$ cat src/rtl/byte_mux_rr_arbiter.sv
// Round-robin arbiter for an 8-way byte mux with a registered valid/ready output stage.
// One winner per transfer; the winner gets a one-cycle ack when its byte is captured.
module byte_mux_rr_arbiter #(
    parameter int DW = 8,
    parameter int N  = 8
) (
    input  logic            clk,
    input  logic            rst_n,
    input  logic [N-1:0]    req,
    input  logic [N*DW-1:0] data_flat,
    output logic [N-1:0]    ack,
    output logic [DW-1:0]   out_data,
    output logic            out_valid,
    input  logic            out_ready,
    output logic [2:0]      out_sel,
    output logic            busy
);

    typedef enum logic {IDLE = 1'b0, HOLD = 1'b1} state_t;

    state_t          state_q, state_d;
    logic [2:0]      ptr_q, ptr_d;
    logic [2:0]      sel_q, sel_d;
    logic [DW-1:0]   data_q, data_d;
    logic [N-1:0]    ack_q, ack_d;

    logic [DW-1:0]   bytes [N];
    logic [N-1:0]    eligible;
    logic            found;
    logic [2:0]      win;
    logic [2:0]      idx;
    logic            load;

    genvar gi;
    generate
        for (gi = 0; gi < N; gi++) begin : g_split
            assign bytes[gi] = data_flat[gi*DW +: DW];
        end
    endgenerate

    // A requester acked this cycle is still showing the byte just taken; mask it.
    assign eligible = req & ~ack_q;
    assign load     = (state_q == IDLE) || out_ready;

    always_comb begin
        found = 1'b0;
        win   = 3'd0;
        idx   = 3'd0;
        for (int k = 1; k <= N; k++) begin
            idx = ptr_q + k[2:0];
            if (!found && eligible[idx]) begin
                found = 1'b1;
                win   = idx;
            end
        end
    end

    always_comb begin
        state_d = state_q;
        ptr_d   = ptr_q;
        sel_d   = sel_q;
        data_d  = data_q;
        ack_d   = '0;
        if (load) begin
            if (found) begin
                state_d    = HOLD;
                ptr_d      = win;
                sel_d      = win;
                data_d     = bytes[win];
                ack_d[win] = 1'b1;
            end else begin
                state_d = IDLE;
            end
        end
    end

    always_ff @(posedge clk or negedge rst_n) begin
        if (!rst_n) begin
            state_q <= IDLE;
            ptr_q   <= 3'd7;
            sel_q   <= 3'd0;
            data_q  <= '0;
            ack_q   <= '0;
        end else begin
            state_q <= state_d;
            ptr_q   <= ptr_d;
            sel_q   <= sel_d;
            data_q  <= data_d;
            ack_q   <= ack_d;
        end
    end

    assign ack       = ack_q;
    assign out_data  = data_q;
    assign out_sel   = sel_q;
    assign out_valid = (state_q == HOLD);
    assign busy      = (state_q == HOLD);

endmodule

$ cat config.mk
export PLATFORM = sky130hd
export DESIGN_NAME = byte_mux_rr_arbiter
export DESIGN_NICKNAME = d
export VERILOG_FILES = /design/src/rtl/byte_mux_rr_arbiter.sv
export SDC_FILE = /design/constraint.sdc
export NUM_CORES = 1
export LEC_CHECK = 0
export CAP_MARGIN = 20
export CELL_PAD_IN_SITES_DETAIL_PLACEMENT = 0
export CELL_PAD_IN_SITES_GLOBAL_PLACEMENT = 2
export CORE_MARGIN = 2
export CORE_UTILIZATION = 29
export DETAILED_ROUTE_END_ITERATION = 10
export GPL_TIMING_DRIVEN = 0
export PLACE_DENSITY_LB_ADDON = 0.05
export SLEW_MARGIN = 20
export SYNTH_ARGS = -nofsm -noshare
export SYNTH_HDL_FRONTEND = slang
export SYNTH_SLANG_ARGS = --single-unit
$ cat constraint.sdc
create_clock -name clk -period 9 [get_ports clk]
set_clock_uncertainty 0.1 [all_clocks]
set_input_delay 2.7 -clock clk [delete_from_list [all_inputs] [get_ports clk]]
set_output_delay 2.7 -clock clk [all_outputs]
set_load 0.05 [all_outputs]
; Word-level counts from Yosys, hierarchy flattened
; Index checks and enable logic that the tools add are counted.
; W data, S select, Z words.
[word_totals]
regBits = 23
in_bits = 75
output_inout_bits = 21
elab_cells = 84
[classes]
add_sub_neg = 7
order_cmp = 11
muxes = 40
n_bitwise = 4
reduce_logical = 17
[op_table]
columns = operator, count
row1 = $lt A3 B4 Y1 const B, 9
row2 = $mux W8, 4
row3 = $bmux W1 S3, 8
row4 = $bmux W8 S3, 1
row5 = $mux W3, 8
row6 = $mux W1, 18
row7 = $add A3 B3 Y3 const B, 4
row8 = $and A8 B8 Y8, 1
row9 = $logic_and A1 B1 Y1, 8
row10 = $not A8 Y8, 1
row11 = $logic_not A1 Y1, 7
row12 = $add A3 B2 Y3 const B, 2
row13 = $ge A4 B4 Y1 const B, 1
row14 = $not A3 Y4, 1
row15 = $add A3 B1 Y3 const B, 1
row16 = $demux W1 S3, 1
row17 = $ge A3 B1 Y1 const B, 1
row18 = $reduce_and A2 Y1, 1
row19 = $logic_or A1 B1 Y1, 1
row20 = $not A1 Y1, 1

; Logic depth before layout (Yosys ltp)
[depth]
ltp_word = 32
ltp_mapped = 15
ltp_nobuf = 11

; Worst setup path before layout
; Ideal clock, no wire load.
[synth_path]
path_kind = input-to-reg
startpoint = input port req[4]
endpoint = register data_q[0] (netlist: out_data[0])
setup_ns = 0.124
arrival_time_ns = 5.056
t_required_ns = 8.776
setup_slack_ns = 3.720
stages = 10
n_path_buf = 1
path_cell_list = nand2b_1 -> mux2_4 -> mux4_2 -> a211o_1 -> a221o_1 -> nand2_4 -> buf_6 -> mux2_2 -> o22ai_1 -> o31ai_2
[synth_via]
elab_chain_cells = 29
elab_cells_between_ends = 52
cone_classes = mux: 35 / bitwise: 2 / reduce/logical: 15
[synth_lines]
columns = element, line_no
row1 = "start, declared", 9  ; input logic [N-1:0] req,
row2 = $and A8 B8 Y8 *, 42  ; assign eligible = req & ~ack_q;
row3 = $bmux W1 S3, 51  ; if (!found && eligible[idx]) begin
row4 = $mux W1 (implied by the code), 51
row5 = $mux W1, 51
row6 = $logic_not A1 Y1, 51
row7 = $logic_and A1 B1 Y1, 51
row8 = $mux W1, 51
row9 = $logic_not A1 Y1, 51
row10 = (+12 left out), -
row11 = $logic_and A1 B1 Y1, 51
row12 = $mux W1, 51
row13 = $logic_not A1 Y1, 51
row14 = $logic_and A1 B1 Y1, 51
row15 = $mux W3, 51
row16 = $not A3 Y4 (implied by the code), 69  ; data_d = bytes[win];
row17 = $bmux W8 S3, 69
row18 = $mux W8 (implied by the code) (2 in series), 69
row19 = "end signal, assigned", 88  ; data_q <= data_d;
row20 = "end, declared", 24  ; logic [DW-1:0] data_q, data_d;
; Mark *: on every way between the ends. The rest lies on a longest branch, timed or not. The select of a mux whose other input is x is not followed.
; A chain may end at the register's enable or synchronous reset.

; Worst setup path in the final report
[layout_path]
startpoint = input port req[7]
endpoint = register data_q[4] (netlist: out_data[4])
; Same word-level chain as after synthesis.

==> flow_summary.yaml <==
floorplanning:
  ios: 96
  initial_utilization: 0.2948
  fp.coreArea_um2: 8636
  die_area_um2: 9545
  rows: 34
  die_w_um: 97.70
  die_y_um: 97.70
run_status:
  status: "finished clean"
placed_design:
  place_ws_ns: 2.828
  dp.final_hpwl_um: 6738
  port_buffers: 95
  routabilityCongestion: 0.8482
flow_run:
  max-cap-violations: 0
route:
  wl_per_cell_um: 17.95
  drtIter0Drc: 142
  wl_um: 8239
  drc: 0
  vias_per_cell: 5.235
  first_pass_iters: 4
  antenna_left: 0
  vias: 2403
global_routing:
  grt_start_max_net_pins: 24
  antenna_found_initial: 0
  globalRoute.totalOverflow: 0
  grt.total_usage: 0.1705
  grt_pass1_vias: 2405
  grt_pass1_wl_um: 12910
cts:
  cts_setup_buffers: 0
  postCtsHoldBufs: 0
  cts-root-buf: "clkbuf_8"
  htree_levels: 1
  clockBufferDepth: 2
  clkTransAtPathRegs_ns: 0.10
  cts_sinks: 23
  cts-resized-gates: 0
  cts_buffers: 3
  clk_latency_ns: 0.27
  tritoncts: "done"
setup_path:
  worst-path-max-fanout: 9
  critPathKind: "input port to flop"
  cp.arrival_ns: 5.97
  startpoint_type: "input port"
  crit_path_end_kind: "flop"
  required_ns: 9.09
sta:
  whs_ns: 0.3932
  setup_viol: 0
  relSlewSlack: 0.6296
  fin_ws_ns: 3.118
  finalCritPeriodShare: 0.6536
  slew_violations: 0
  min_period_ns: 5.882
  rsz0062_at_grt: "false"
  worstMarginPinSlew_ns: 0.5556
  fin_tns_setup_ns: 0
  max_freq_mhz: 170.0
  hold_viol_final: 0
synth:
  yosysTopAreaCellShare: 0.1966
  netlist_area_um2: 2546
  synth.most_common_cell: "nand2_1"
  syn-num-nets: 329
  post_synth.cell_area_avg_um2: 10.10
  muxShareOfSynthArea: 0.3130
  synth_top_area_cell: "dfrtp_1"
  synth-simple-area-share: 0.1705
  ys_warn_count: 0
  synthDistinctLibCells: 64
  synth_top_family_by_area: "multiplexers"
  ys_async_sr_fraction: 1.000
  ys_seq_area_frac: 0.2275
  synth_compound_area_frac: 0.1975
  ys_seq_elements: 23
  synth_xor_area_frac: 0.01720
  synthFlopType: "dfrtp_1"
  yosys-top-cells-count: "23 x nand2_1, 21 x mux2_2, 20 x dfrtp_1"
  syn_inst: 252
  synth_edf_count: 0
  synth_adder_area_share: 0.009828
  yosys-top-cells-area: "dfrtp_1 20%, mux4_2 11%, mux2_2 9.3%"
cells_and_area:
  syn_to_final_growth_pct: 44.37
  postLayoutCoreUtil: 0.4257
  fin_nets: 429
  register_area_um2: 579.3
  layout-drive-gt1-share: 0.2279
  antenna-diode-count: 0
  multi_input_area_um2: 1803
  fillCellCount: 836
min_path:
  hold_path.class: "flop to flop"
[per-layer routing]
layer  up-vias  routed length [um]  global-route usage
li1       1160                   -                   -
met1      1160                3756              0.2361
met2        77                3907              0.2769
met3         6                 504             0.03885
met4         0                  71             0.02991
met5         -                   0                   0
[state kept, by name (all words and copies together) (netlist names)]
name      cells
out_data      8
ptr_q         3
busy          1
ack           8
out_sel       3
[metrics by stage]
step / std cells / cell area (um^2)
2_1_floorplan: 252 / 2546
3_3_place_gp: 455 / 3632
3_5_place_dp: 455 / 3627
4_1_cts: 459 / 3676
5_1_grt: 459 / 3676
6_report: 459 / 3676
[placed cells by master (no fill, tap or decap), drive strengths merged, types with 2 or more instances in the layout]
cell	instances
o221a	2
nand3	2
nor2	19
dfstp	3
mux2i	14
nor3	2
o21ai	9
dfrtp	20
clkdlybuf4s50	94
and3	2
inv	4
o221ai	2
o22ai	14
nand4b	2
mux2	33
a221o	2
o211ai	2
nand2	24
ha	2
nor4b	2
nor2b	6
o31ai	7
a21oi	8
clkbuf	7
nand2b	16
a22oi	2
mux4	12
a31oi	2
a211oi	4
buf	14
or2	2
[layout make-up]
class | count | area share
inverter | 5 | 0.006467
clock buffer | 3 | 0.01123
buffer | 17 | 0.03812
multi-input combinational | 207 | 0.4905
clock inverter | 1 | 0.002042
sequential | 23 | 0.1576
tap | 108 | 0.03676
timing repair buffer | 95 | 0.2573
[worst max-delay path: stages]
cell	delay (ns)
clkdlybuf4s50_1	0.46
nand2b_1	0.19
mux4_2	0.58
nor2_1	0.28
nor2_1	0.11
a221o_1	0.32
o21ai_0	0.09
o211a_2	0.29
nand2b_1	0.13
clkbuf_1	0.40
o22ai_1	0.22
o31ai_2	0.20
[kinds of logic after synthesis]
kind of cell    count (synthesis)
simple gates                   80
compound gates                 64
mux                            59
flops                          23
buf+inv                        22
xor+xnor                        2
fa+ha+maj                       2
[path summary, 6_finish.rpt]
| kind | startpoint | end | slack (ns) | cells after the start |
|---|---|---|---|---|
| worst max-delay path | req[7] | out_data[4] | 3.12 | 12 |
| worst min-delay path | out_sel[2] | out_sel[2] | 0.39 | 2 |
| worst max register to register | ptr_q[0] | out_data[4] | 4.82 | 15 |
| worst min register to register | out_sel[2] | out_sel[2] | 0.39 | 2 |
| max in group asynchronous | rst_n | ptr_q[1] | 6.12 | 1 |
| min in group asynchronous | rst_n | busy | 2.31 | 1 |
Power is left out: the tool's default activity adds up to more than one toggle a clock period on the data nets, which glitch-free logic cannot reach.
